==> src/rtl/crc32_nword_frame.sv <==
// crc32_nword_frame: streaming IEEE 802.3 CRC-32 over NUM_WORDS x 64-bit beats,
// with per-frame restart, byte-granular last beat, result strobe and residue check.
module crc32_nword_frame #(
    parameter int TARGET_CHIP = 2,
    parameter int NUM_WORDS   = 2,
    parameter int EW          = $clog2(8*NUM_WORDS)
) (
    input  logic                     clk,
    input  logic                     arst,
    input  logic                     din_valid,
    input  logic                     din_last,
    input  logic [EW-1:0]            din_empty,
    input  logic [64*NUM_WORDS-1:0]  din,
    output logic                     crc_valid,
    output logic [31:0]              crc,
    output logic                     crc_ok
);
    localparam int BYTES = 8*NUM_WORDS;
    localparam int EW1 = EW + 1;
    localparam logic [EW-1:0] EMAX = EW'(BYTES-1);

    function automatic logic [31:0] step_byte(input logic [31:0] c, input logic [7:0] b);
        logic [31:0] r;
        r = c;
        for (int i = 0; i < 8; i++) r = (r >> 1) ^ ((r[0] ^ b[i]) ? 32'hEDB88320 : 32'h0);
        return r;
    endfunction

    function automatic logic [31:0] zadv(input logic [31:0] c, input int n);
        logic [31:0] r;
        r = c;
        for (int j = 0; j < n; j++) r = step_byte(r, 8'h00);
        return r;
    endfunction

    function automatic logic [31:0] sig_word(input logic [63:0] d, input int zb);
        logic [31:0] r;
        r = '0;
        for (int j = 0; j < 8; j++) r = step_byte(r, d[63-8*j -: 8]);
        return zadv(r, zb);
    endfunction

    logic [EW-1:0]           e_in;
    logic [64*NUM_WORDS-1:0] din_al;
    logic [31:0]             sig_d [NUM_WORDS];
    logic [31:0]             sig_q [NUM_WORDS];
    logic [31:0]             adv [BYTES];
    logic [31:0]             adv_sel, sig_x, nxt;
    logic [31:0]             run_q, res_q;
    logic [EW-1:0]           e1_q;
    logic                    v1_q, l1_q, v2_q;

    assign e_in = !din_last ? '0 : ({1'b0, din_empty} >= EW1'(BYTES)) ? EMAX : din_empty;
    // Right-align the used bytes: leading zero bytes leave a zero-seeded signature unchanged.
    assign din_al = din >> {e_in, 3'b000};

    for (genvar g = 0; g < NUM_WORDS; g++) begin : g_sig
        assign sig_d[g] = sig_word(din_al[64*(NUM_WORDS-g)-1 -: 64], 8*(NUM_WORDS-1-g));
    end

    for (genvar k = 0; k < BYTES; k++) begin : g_adv
        assign adv[k] = zadv(run_q, BYTES-k);
    end

    if (TARGET_CHIP >= 2) begin : g_bin
        assign adv_sel = adv[e1_q];
    end else begin : g_oh
        always_comb begin
            adv_sel = '0;
            for (int k = 0; k < BYTES; k++) adv_sel |= (e1_q == EW'(k)) ? adv[k] : '0;
        end
    end

    always_comb begin
        sig_x = '0;
        for (int i = 0; i < NUM_WORDS; i++) sig_x ^= sig_q[i];
    end

    assign nxt = adv_sel ^ sig_x;

    always_ff @(posedge clk or posedge arst) begin
        if (arst) begin
            v1_q      <= 1'b0;
            l1_q      <= 1'b0;
            e1_q      <= '0;
            sig_q     <= '{default: '0};
            run_q     <= '1;
            res_q     <= '0;
            v2_q      <= 1'b0;
            crc_valid <= 1'b0;
            crc       <= '0;
            crc_ok    <= 1'b0;
        end else begin
            v1_q <= din_valid;
            l1_q <= din_valid & din_last;
            if (din_valid) begin
                e1_q  <= e_in;
                sig_q <= sig_d;
            end
            if (v1_q) run_q <= l1_q ? '1 : nxt;
            if (v1_q & l1_q) res_q <= nxt;
            v2_q      <= v1_q & l1_q;
            crc_valid <= v2_q;
            if (v2_q) begin
                crc    <= ~res_q;
                crc_ok <= (~res_q == 32'h2144DF1C);
            end
        end
    end
endmodule

==> config.mk <==
export PLATFORM = sky130hd
export DESIGN_NAME = crc32_nword_frame
export DESIGN_NICKNAME = d
export VERILOG_FILES = /design/src/rtl/crc32_nword_frame.sv
export SDC_FILE = /design/constraint.sdc
export NUM_CORES = 2
export LEC_CHECK = 0
export CAP_MARGIN = 10
export CORE_UTILIZATION = 40
export CTS_BUF_LIST = sky130_fd_sc_hd__clkbuf_8
export DETAILED_ROUTE_END_ITERATION = 8
export SLEW_MARGIN = 10
export SYNTH_ARGS = -nofsm -noshare
export SYNTH_HDL_FRONTEND = slang
export SYNTH_SLANG_ARGS = --single-unit
==> constraint.sdc <==
create_clock -name clk -period 36.4 [get_ports clk]
set_input_delay 5.46 -clock clk [delete_from_list [all_inputs] [get_ports clk]]
set_output_delay 5.46 -clock clk [all_outputs]
set_load 0.1 [all_outputs]
* Yosys cells after proc, flatten, opt, wreduce, memory -nomap -nowiden
Cells that the tools add are included.
** Word-level totals
- Bits in registers :: 169
- Bits of input ports :: 136
- Output and inout port bits :: 34
- Logic and storage cells :: 789
** Operators by class
- $lt $le $gt $ge :: 1
- Equal/unequal tests :: 1
- Shift operators :: 1
- Mux-type cells :: 325
- Bitwise gates (word level) :: 450
** Operator list (number)
- two-way mux 32 bit :: 323
- bitwise XOR 31 x 32 -> 32 bit :: 318
- binary-select mux 32 bit (select 4 bit) :: 1
- right shift 128 x 7 -> 128 bit :: 1
- bitwise XOR 1 bit :: 126
- bitwise XOR 32 bit :: 2
- equality test 32 x 30 -> 1 bit, second input constant :: 1
- inverter 32 bit :: 1
- >= comparator 5 bit, second input constant :: 1
- inverter 4 -> 5 bit :: 1
- two-way mux 4 bit :: 1
- AND 1 bit :: 2

* Logic depth before layout (Yosys ltp)
- Depth after elaboration :: 320
- Gate-level depth with buffers :: 37
- Gate-level depth less buffers :: 28

* Worst setup path after synthesis
OpenSTA, ideal clock, no wires.
- Kind :: in2reg
- From :: input port din_empty[3]
- To :: register sig_q[44] (netlist bit)
- Setup time :: 0.125 ns
- Arrival :: 16.360 ns
- Data required time :: 36.275 ns
- Slack :: 19.916 ns
- Cell stages on the path :: 30
- Buffers on the path :: 3
- Cell sequence :: clkbuf_1 o41ai_1 clkbuf_1 nand2_1 xor2_1 xnor3_1 xnor3_1 xnor3_1 xnor3_2 xor3_1 xnor3_1 xor3_1 xnor3_1 buf_6 xnor2_2 xnor3_1 xnor3_1 xnor3_1 xnor2_2 xnor3_1 xnor3_1 xor2_1 xnor2_1 xnor2_2 xnor2_1 xnor3_1 xnor2_1 xnor3_1 xnor2_1 mux2_2
** On the way
- Word-level cells in the longest chain between the ends :: 161
- Elaborated cells on any way between the ends :: 313
- Those cells by class :: shift: 1; mux: 122; bitwise: 190
** RTL lines
- from (decl) :: line 12 : input logic [EW-1:0] din_empty,
- two-way mux 4 bit * :: line 53 : assign e_in = !din_last ? '0 : ({1'b0, din_empty} >= EW1'(BYTES)) ? EMAX : din_empty;
- right shift 128 x 7 -> 128 bit * :: line 55 : assign din_al = din >> {e_in, 3'b000};
- bitwise XOR 1 bit :: line 25 : for (int i = 0; i < 8; i++) r = (r >> 1) ^ ((r[0] ^ b[i]) ? 32'hEDB88320 : 32'h0);
- two-way mux 32 bit :: line 25
- bitwise XOR 31 x 32 -> 32 bit (6 in a row) :: line 25
- bitwise XOR 1 bit :: line 25
- two-way mux 32 bit :: line 25
- bitwise XOR 31 x 32 -> 32 bit (6 in a row) :: line 25
- [114 not listed]
- two-way mux 32 bit / bitwise XOR 31 x 32 -> 32 bit (equally long branches) :: line 25
- bitwise XOR 31 x 32 -> 32 bit * (6 in a row) :: line 25
- two-way mux 32 bit / bitwise XOR 31 x 32 -> 32 bit (equally long branches) :: line 25
- bitwise XOR 31 x 32 -> 32 bit * (6 in a row) :: line 25
- two-way mux 32 bit / bitwise XOR 31 x 32 -> 32 bit (equally long branches) :: line 25
- bitwise XOR 31 x 32 -> 32 bit * (9 in a row) :: line 25
- two-way mux 32 bit :: line 25
- bitwise XOR 31 x 32 -> 32 bit * (4 in a row) :: line 25
- to (signal assigned) :: line 98 : sig_q <= sig_d;
- to (decl) :: line 46 : logic [31:0] sig_q [NUM_WORDS];
Mark *: on every way between the ends. The rest lies on a longest branch, timed or not.
A chain may end at the register's enable or synchronous reset.

* Final worst setup path
- From :: input port din[123]
- To :: register sig_q[48] (netlist bit)
** On the way
- Word-level cells in the longest chain between the ends :: 158
- Elaborated cells on any way between the ends :: 292
- Those cells by class :: shift: 1; mux: 113; bitwise: 178
** RTL lines
- from (decl) :: line 13 : input logic [64*NUM_WORDS-1:0] din,
- right shift 128 x 7 -> 128 bit * :: line 55
- bitwise XOR 1 bit :: line 25
- two-way mux 32 bit :: line 25
- bitwise XOR 31 x 32 -> 32 bit (6 in a row) :: line 25
- bitwise XOR 1 bit :: line 25
- two-way mux 32 bit :: line 25
- bitwise XOR 31 x 32 -> 32 bit (6 in a row) :: line 25
- bitwise XOR 1 bit :: line 25
- [113 not listed]
- two-way mux 32 bit :: line 25
- bitwise XOR 31 x 32 -> 32 bit * (6 in a row) :: line 25
- two-way mux 32 bit :: line 25
- bitwise XOR 31 x 32 -> 32 bit * (6 in a row) :: line 25
- two-way mux 32 bit :: line 25
- bitwise XOR 31 x 32 -> 32 bit * (6 in a row) :: line 25
- two-way mux 32 bit :: line 25
- bitwise XOR 31 x 32 -> 32 bit * (5 in a row) :: line 25
Marked as above.

==> impl_results.md <==
- Result of the run: finished with violations
- Violations in the final reports: DRC
- FP Rows: 133
- Worst clock skew: 0.02662 ns
- Post-synth net total: 5025
- Reported max-cap violation count: 0
- Final-layout worst hold slack: 0.4546 ns
- Number of CTS-inserted buffers: 17
- Area of placed instances: 56540 sq um
- Sequential share of the synthesized area: 0.08007
- Core area: 131800 sq um
- Overall track demand over capacity in global routing: 0.2849
- Count of unique library cells instantiated by Yosys: 91
- Min-delay worst type: reg2reg
- Post-route standard cell area excluding fillers: 56990 sq um
- Total die area: 134800 sq um
- WS Path Type: in2reg
- Number of global-route vias before repair: 37.50k
- Final setup violating endpoints: 0
- DRC: 1
- Total count of hold-check failures in the final report: 0
- Number of buffers inserted by post-CTS setup repair: 0
- Iter 0 DRT Violations: 5010
- Detailed placer's ending HPWL: 160700 microns
- Post-Syn Instances: 4889
- XOR/XNOR Fraction of Synth Area: 0.6843
- Signed area change from the synthesized netlist to the final layout: 6.878%
- Resized Gates After CTS: 0
- CP max stage delay: 1.08 ns
- Final wirelength: 196600 microns
- Number of levels the H-tree was split into: 4
- Number of antenna-violating nets in the routed design: 0
- Min cycle time layout: 18.83 ns
- First-pass GRT wire length: 281500 microns
- TNS Setup: 0 ns
- Utilization after layout: 0.4324
- # IOs: 170
- Cell area after synthesis: 53320 sq um
- Slowest stage cell on the critical path: sky130_fd_sc_hd__clkdlybuf4s50_1
- Maximum number of pins on one net before global-route repair: 91
- Worst rel slew slack: 0.1652
- Horizontal extent of the die: 367.1 microns
- Setup repair after global routing missed its margin: false
- Clock root cell: sky130_fd_sc_hd__clkbuf_8
- Final GP Congestion: 1.037
- Worst slew pin tran: 1.243 ns
- Sink Count: 169
- Number of buffers inserted for hold repair after clock tree synthesis: 0
- Simple-gate portion of the synthesized area: 0.05505
- Height of the die: 367.1 microns
- Crit. End Element: flip-flop
- Effective utilization at floorplan: 0.4046
- Post-Synthesis Mean Instance Area: 10.91 sq um
- Number of port buffers: 169
- Max-slew violation count: 0
- Most numerous cell on the critical path: sky130_fd_sc_hd__xnor3_1
- Drt via density: 5.820
- Synthesized-area fraction occupied by adder cells: 0
- Latest clock arrival within the worst-skew pair: 0.53 ns
- Vias: 38.70k
- 1st-pass router iterations: 9
- Largest family of logic cells by synthesized area: XOR/XNOR gates
- Fraction of layout cells with a size suffix above 1: 0.1107
- Clock transition at the register clock pins on the worst setup and hold paths after CTS: 0.12 ns
- Synthesized-area fraction occupied by ao, oa, aoi and oai cells: 0.06758
- Portion of netlist area occupied by mux cells: 0.08950
- WP data arrival: 19.25 ns
- Yosys warning count: 0
- Endpoint required time on the critical path: 36.82 ns
- Initial antenna violation count: 11
- Clock tree from TritonCTS: done
- Most instantiated flip-flop cell in the synthesis netlist: sky130_fd_sc_hd__dfrtp_1
- Critical path fanouts, max: 17
- Total gr overflow: 0
- Wire per inst: 29.56 microns
- Maximum clock rate: 53.11 MHz
- Net count, final: 5017
- Final cycle utilization of the critical path: 0.5173
- Startpoint kind of the worst setup timing path: primary input
- Number of synthesized flops with an enable pin: 0
- Register bit count reported by yosys: 169
- Post-synthesis async set-or-reset flop share: 1.000
- Buffer depth of the longest clock path: 2
==> cell usage after synthesis (all sizes together) (16+ instances only) <==
library cell | n | area (sq um)
xnor2 | 1591 | 15030
xnor3 | 591 | 13360
xor2 | 548 | 5160
nand2 | 307 | 1152
a21oi | 211 | 1056
nor2 | 207 | 779.5
o21ai | 150 | 750.7
clkbuf | 147 | 551.8
dfrtp | 137 | 3428
mux2i | 128 | 1281
xor3 | 123 | 2938
mux4 | 121 | 2725
buf | 102 | 555.5
mux2 | 68 | 765.7
a211oi | 54 | 410.4
and3 | 47 | 294.0
inv | 37 | 138.9
dfstp | 32 | 840.8
nand3 | 31 | 155.2
a31oi | 27 | 168.9
nor3 | 16 | 80.08
o211ai | 16 | 120.1
o22ai | 16 | 100.1
==> cells by family after synthesis <==
group / count (synthesis)
AO/OA/AOI/OAI: 587
XOR/XNOR: 2853
buffers and inverters: 288
flip-flops: 169
multiplexers: 317
AND/OR/NAND/NOR: 675
==> worst paths after layout <==
path,start,end,slack (ns),cells after the start
worst max-delay path,din[123],sig_q[48]$_DFFE_PP0P_,17.57,29
worst min-delay path,res_q[5]$_DFFE_PP0P_,crc[5]$_DFFE_PP0P_,0.45,1
worst max register to register,run_q[5]$_DFFE_PP1P_,res_q[6]$_DFFE_PP0P_,20.55,27
worst min register to register,res_q[5]$_DFFE_PP0P_,crc[5]$_DFFE_PP0P_,0.45,1
max in group asynchronous,arst,e1_q[1]$_DFFE_PP0P_,28.94,4
min in group asynchronous,arst,crc[4]$_DFFE_PP0P_,5.32,2
==> worst max-delay path: cells and delay by family <==
family | cells | cell delay (ns)
compound gates | 1 | 0.38
simple gates | 2 | 0.39
xor+xnor | 24 | 11.62
buf+inv | 1 | 1.08
mux | 1 | 0.27
==> placed cells by master, fill, tap and decap left out, drive strengths merged, types with 16 or more instances in the layout <==
cell type and instances:
o211ai 16, nor2 207, buf 57, a21oi 211, mux2 68, dfstp 32
nor3 16, xor3 123, clkdlybuf4s50 165, xnor3 591, o21ai 150, nand3 31
dfrtp 137, xor2 548, mux4 121, clkbuf 17, xnor2 1591, a31oi 27
and3 47, o22ai 16, nand2 307, mux2i 128, a211oi 54, inv 42
==> registers in the layout, summed over array words and instances (netlist names) <==
signal / cells
crc_ok: 1
crc_valid: 1
sig_q: 64
res_q: 32
v2_q: 1
e1_q: 4
l1_q: 1
run_q: 32
v1_q: 1
crc: 32
==> layout make-up <==
| type | instances | area, sq um |
|---|---|---|
| fill | 12590 | 74810 |
| multi-input combinational | 4432 | 47840 |
| sequential | 169 | 4280 |
| tap | 1755 | 2196 |
| timing repair buffer | 222 | 2072 |
| clock buffer | 17 | 234.0 |
| clock inverter | 15 | 211.5 |
| inverter | 39 | 155.1 |
| antenna | 1 | 2.502 |
==> metal layers <==
layer,share of wire,vias up,global-route usage,wire length (microns)
li1,-,16750,-,-
met1,0.44,19440,0.4210,85620
met2,0.43,2188,0.4174,83970
met3,0.098,312,0.05002,19360
met4,0.039,8,0.09375,7585
met5,0.00030,-,0,58
==> per-stage QoR <==
| step | instances | setup slack, ns |
|---|---|---|
| after floorplan | 4889 | 19.92 |
| after global placement | 6617 | 17.30 |
| after detailed placement | 6617 | 17.19 |
| after CTS | 6649 | 17.72 |
| after global routing | 6650 | 16.87 |
| final | 6650 | 17.57 |
Power is not shown: default switching activity piles up to over one toggle a cycle in this logic, so the estimate is an artifact.
